`config.mk`:
```
export PLATFORM = sky130hd
export DESIGN_NAME = timer_ctrl
export DESIGN_NICKNAME = d
export VERILOG_FILES = /design/src/rtl/timer_ctrl.sv
export SDC_FILE = /design/constraint.sdc
export NUM_CORES = 1
export LEC_CHECK = 0
export ABC_AREA = 0
export ABC_CLOCK_PERIOD_IN_PS = 2920
export BUFFER_PORTS_ARGS = -buffer_cell sky130_fd_sc_hd__buf_2
export CAP_MARGIN = 20
export CORE_ASPECT_RATIO = 1.1
export CORE_MARGIN = 3
export CORE_UTILIZATION = 52
export CTS_BUF_LIST = sky130_fd_sc_hd__clkbuf_8
export DETAILED_ROUTE_END_ITERATION = 16
export HOLD_SLACK_MARGIN = 0.03
export PLACE_DENSITY = 0.78
export RECOVER_POWER = 50
export SLEW_MARGIN = 5
export SYNTH_ARGS = -nofsm -noshare
export SYNTH_HDL_FRONTEND = slang
export SYNTH_SLANG_ARGS = --single-unit
```
`constraint.sdc`:
```
create_clock -name clk -period 2.92 [get_ports clk]
set_input_delay 0.292 -clock clk [delete_from_list [all_inputs] [get_ports clk]]
set_output_delay 0.292 -clock clk [all_outputs]
set_load 0.02 [all_outputs]
```
`src/rtl/timer_ctrl.sv`:
```
// Work/break session sequencer for a mm:ss counter.
// Drives counter enable/clear, tracks completed work phases, raises a timed alarm.
module timer_ctrl #(
    parameter int ALARM_LEN = 16
) (
    input  logic        clk,
    input  logic        nrst,
    input  logic        start_btn,
    input  logic        stop_btn,
    input  logic [11:0] time_in,
    input  logic [5:0]  work_min,
    input  logic [5:0]  break_min,
    input  logic [3:0]  cycles,
    output logic        cnt_enable,
    output logic        cnt_clear,
    output logic [1:0]  mode,
    output logic        paused,
    output logic        alarm,
    output logic [3:0]  cycle_cnt
);

    typedef enum logic [2:0] {
        IDLE, WORK, WORK_P, BREAK, BREAK_P, ALARM
    } state_t;

    localparam logic [7:0] ALARM_LAST = 8'(ALARM_LEN - 1);

    state_t      state;
    logic        armed;
    logic        start_q;
    logic        stop_q;
    logic [5:0]  work_l;
    logic [5:0]  break_l;
    logic [3:0]  cyc_l;
    logic [7:0]  alarm_cnt;
    logic        start_ev;
    logic        stop_ev;
    logic [5:0]  lim;
    logic        phase_done;
    logic [3:0]  cycle_nxt;

    // armed stays low for the first cycle after reset so a held button is not an edge
    assign start_ev   = armed & start_btn & ~start_q;
    assign stop_ev    = armed & stop_btn & ~stop_q;
    assign lim        = (state == BREAK) ? break_l : work_l;
    assign phase_done = (time_in[11:6] >= lim) && (time_in[5:0] == 6'd0);
    assign cycle_nxt  = cycle_cnt + 4'd1;

    always_ff @(posedge clk or negedge nrst) begin
        if (!nrst) begin
            state      <= IDLE;
            armed      <= 1'b0;
            start_q    <= 1'b0;
            stop_q     <= 1'b0;
            work_l     <= 6'd1;
            break_l    <= 6'd1;
            cyc_l      <= 4'd1;
            alarm_cnt  <= 8'd0;
            cnt_enable <= 1'b0;
            cnt_clear  <= 1'b0;
            mode       <= 2'd0;
            paused     <= 1'b0;
            alarm      <= 1'b0;
            cycle_cnt  <= 4'd0;
        end else begin
            armed     <= 1'b1;
            start_q   <= start_btn;
            stop_q    <= stop_btn;
            cnt_clear <= 1'b0;
            unique case (state)
                IDLE: begin
                    if (start_ev && !stop_ev) begin
                        work_l    <= (work_min == 6'd0) ? 6'd1 : work_min;
                        break_l   <= (break_min == 6'd0) ? 6'd1 : break_min;
                        cyc_l     <= (cycles == 4'd0) ? 4'd1 : cycles;
                        cycle_cnt <= 4'd0;
                        cnt_clear <= 1'b1;
                        state     <= WORK;
                        mode      <= 2'd1;
                    end
                end
                WORK, BREAK: begin
                    if (stop_ev) begin
                        state      <= (state == WORK) ? WORK_P : BREAK_P;
                        cnt_enable <= 1'b0;
                        paused     <= 1'b1;
                    // time_in is stale while the clear pulse is still out
                    end else if (!cnt_clear && phase_done) begin
                        cnt_enable <= 1'b0;
                        cnt_clear  <= 1'b1;
                        if (state == WORK) begin
                            cycle_cnt <= cycle_nxt;
                            if (cycle_nxt == cyc_l) begin
                                state     <= ALARM;
                                mode      <= 2'd3;
                                alarm     <= 1'b1;
                                alarm_cnt <= 8'd0;
                            end else begin
                                state <= BREAK;
                                mode  <= 2'd2;
                            end
                        end else begin
                            state <= WORK;
                            mode  <= 2'd1;
                        end
                    end else begin
                        cnt_enable <= 1'b1;
                    end
                end
                WORK_P, BREAK_P: begin
                    if (stop_ev) begin
                        state     <= IDLE;
                        mode      <= 2'd0;
                        paused    <= 1'b0;
                        cnt_clear <= 1'b1;
                    end else if (start_ev) begin
                        state      <= (state == WORK_P) ? WORK : BREAK;
                        paused     <= 1'b0;
                        cnt_enable <= 1'b1;
                    end
                end
                ALARM: begin
                    if (start_ev || stop_ev || alarm_cnt == ALARM_LAST) begin
                        state     <= IDLE;
                        mode      <= 2'd0;
                        alarm     <= 1'b0;
                        cnt_clear <= 1'b1;
                    end else begin
                        alarm_cnt <= alarm_cnt + 8'd1;
                    end
                end
                default: begin
                    state      <= IDLE;
                    mode       <= 2'd0;
                    paused     <= 1'b0;
                    alarm      <= 1'b0;
                    cnt_enable <= 1'b0;
                end
            endcase
        end
    end

endmodule

```
==> metrics.txt <==
Reg2Reg Depth 11; CTS Sinks 40; Setup crit end kind register; RR Startpoint state[0]$_DFFE_PN0P_; die height ~75 um; Req. time, crit path 3.12 ns; Startpoint Class register; iteration count of the initial detailed-routing pass 4; clk_skew 0.0115 ns; synthesis-stage register bit count 40; RD Place Congestion 0.793; Async S/R FF share, synth 100%; post-synthesis sequential area ratio 44.7%; Tightest Hold Check Type input port to register; Fmax achieved 386 MHz; floorplan row count 24; r2r setup slk 0.33 ns; cts hold-fix bufs 0; first-pass GRT wire length 8.11 mm; Via density 5.78; Slew Limit Fails 41; Die Footprint around 5100 um^2; RSZ-0062 raised after global routing no; Cells after Synth 221; status finished, violations left; Crit-path slowest cell a2111o_1; GRT Resource Usage Total 21.0%; Root Driver clkbuf_8; min Tclk post-route ~2.6 ns; area grow syn2layout 18.5%; synthesized area 2250 um^2; mux cell area share after synthesis approximately an eighth; worst-margin pin slew 2.11 ns; Hold Vio Cnt, Final 0; TritonCTS clock tree built; layout cells sized above 1 30.3%; most frequent cells in the layout dfrtp_1, buf_2, nor2_1, a21oi_1, mux2_2; Worst R2R End mode[0]$_DFFE_PN0P_; relative slew slack -40.4%; maximum vdd drop 0.496 mV; largest net degree at the start of global routing 41; area of placed instances 2550 um^2; post-route core utilization 65.6%; Antenna Cells 0; total power 2.56 mW; final cycle utilization of the critical path 88.6%; drt drc 0; Mapped Nets 261; PortBufs 41; Routed wire per std cell 15.1 um; Boundary Pins between 40 and 50; initial core utilization 55.4%; GRT overflow 0; Mean Syn Cell Area 10.2 um^2; CTS-repair resized insts 0; Max Cap Viol 1; Critical Path Start state[0]$_DFFE_PN0P_; adder-cell area share of the yosys netlist 4.90%; Synth Area in Simple Gates 17.3%; Max Root-Sink Buffers 2; CP max FO 5; setup bufs post-CTS 0; XOR/XNOR share of the synthesized area approximately 2.7%; post-synthesis compound-gate area fraction 15.4%; core area between 4000 and 5000 um^2; dominant synthesized flop cell dfrtp_1; Ys Warns 0; CTS Buf Count 5; via count 1868; Fin Setup TNS 0 ns; number of synthesized flops with an enable pin 0; largest stage delay on the critical path between 0.4 and 0.5 ns; Final #Nets 310; worst endpoint data arrival time 2.78 ns; Design Area, Final 2660 um^2; final WL between 4 and 5 mm; post-route ant nets 0; drt initial violations 80; vias in the first global route 1814; Crit Path Category register to register; clock-pin slew on the worst setup and hold paths 0.09 ns; CP Cell Sequence inv_1 > nor2_1 > nand2_1 > mux2_2 > ha_1 > nand2b_1 > a21oi_1 > o221ai_2 > a21oi_2 > a2111o_1 > mux2_1; power density cells 961 nW/um^2; failing checks capacitance limit, slew limit; DP HPWL 3.53 mm; Distinct cells, synth 49; CP endpoint mode[0]$_DFFE_PN0P_; final setup vio count 0; die width 68.7 um; largest family of logic cells by synthesized area simple AND/OR/NAND/NOR gates; Leak roughly 1.2 nW; Clk Latency, worst-skew pair roughly 0.3 ns; H-tree levels 2; initial antenna violation count 0
## power by group
group	leakage [nW]	internal (mW)	switching, mW	total [mW]
Clock	0.0548	0.258	0.215	0.473
Combinational	0.667	0.561	0.647	1.21
Sequential	0.491	0.756	0.121	0.877
Total	1.21	1.57	0.983	2.56
## cell families (layout without fill, tap and decap cells)
kind of cell	count (synthesis)	in the layout
buf+inv	13	63
mux	25	25
simple gates	72	72
compound gates	54	54
other cells	1	1
xor+xnor	7	7
flops	40	40
fa+ha+maj	9	9
## synthesized netlist by cell type (4+ instances only)
| cell type | number | area (um^2) |
|---|---|---|
| dfrtp_1 | 37 | 926 |
| nand3_1 | 6 | 30.0 |
| ha_1 | 8 | 100 |
| nor3_1 | 9 | 45.0 |
| a211o_1 | 5 | 43.8 |
| a31oi_1 | 7 | 43.8 |
| o21ai_0 | 9 | 45.0 |
| mux2i_1 | 6 | 60.1 |
| mux2_2 | 17 | 191 |
| nand2_1 | 12 | 45.0 |
| xnor2_1 | 5 | 43.8 |
| nand2b_1 | 4 | 25.0 |
| clkbuf_1 | 5 | 18.8 |
| a21oi_1 | 19 | 95.1 |
| nor2_1 | 19 | 71.3 |
| inv_1 | 5 | 18.8 |
## worst max-delay path: cells and delay by family, from the launching register on
family,cells,cell delay (ns)
buf+inv,1,0.07
compound gates,4,0.90
fa+ha+maj,1,0.26
simple gates,3,0.23
mux,2,0.65
flops,1,0.38
## layout make-up
type,instances,area [um^2]
multi-input combinational,168,1190
clock inverter,3,46.3
timing repair buffer,50,268
fill,362,1390
sequential,40,1000
inverter,5,18.8
tap,52,65.1
clock buffer,5,68.8
## layer usage
layer	up-vias	track usage (%)	share of wire [%]	routed length, um
met2	62	36.1	50	2430
met1	890	25.0	42	2050
met3	11	4.63	6.2	304
met5	-	0	0	0
li1	905	-	-	-
met4	0	9.05	2.3	112
## worst min-delay path by stage
stage               startpoint                end  slack, ns  cells past startpoint
global route          stop_btn   stop_q$_DFF_PN0_       0.11                      1
finish                stop_btn   stop_q$_DFF_PN0_       0.11                      1
detailed placement    stop_btn   stop_q$_DFF_PN0_       0.42                      1
floorplan                 nrst  alarm$_DFFE_PN0P_     -0.004                      0
CTS                   stop_btn   stop_q$_DFF_PN0_       0.11                      1
global placement      stop_btn   stop_q$_DFF_PN0_       0.41                      1
## sequential cells by signal, summed over array words and instances, names as in the netlist, 2 cells and up
name and count:
work_l 6, state 3, mode 2, cycle_cnt 4, cyc_l 4, break_l 6
alarm_cnt 8
## metrics by stage
| stage | std cells | setup slack [ns] | hold slack (ns) |
|---|---|---|---|
| after floorplan | 221 | 0.0267 | -0.00359 |
| final | 323 | 0.332 | 0.110 |
| after global routing | 323 | 0.139 | 0.111 |
| after global placement | 315 | 0.402 | 0.412 |
| after CTS | 323 | 0.321 | 0.109 |
| after detailed placement | 315 | 0.324 | 0.419 |
No activity file was read; power rests on OpenSTA's default activity.
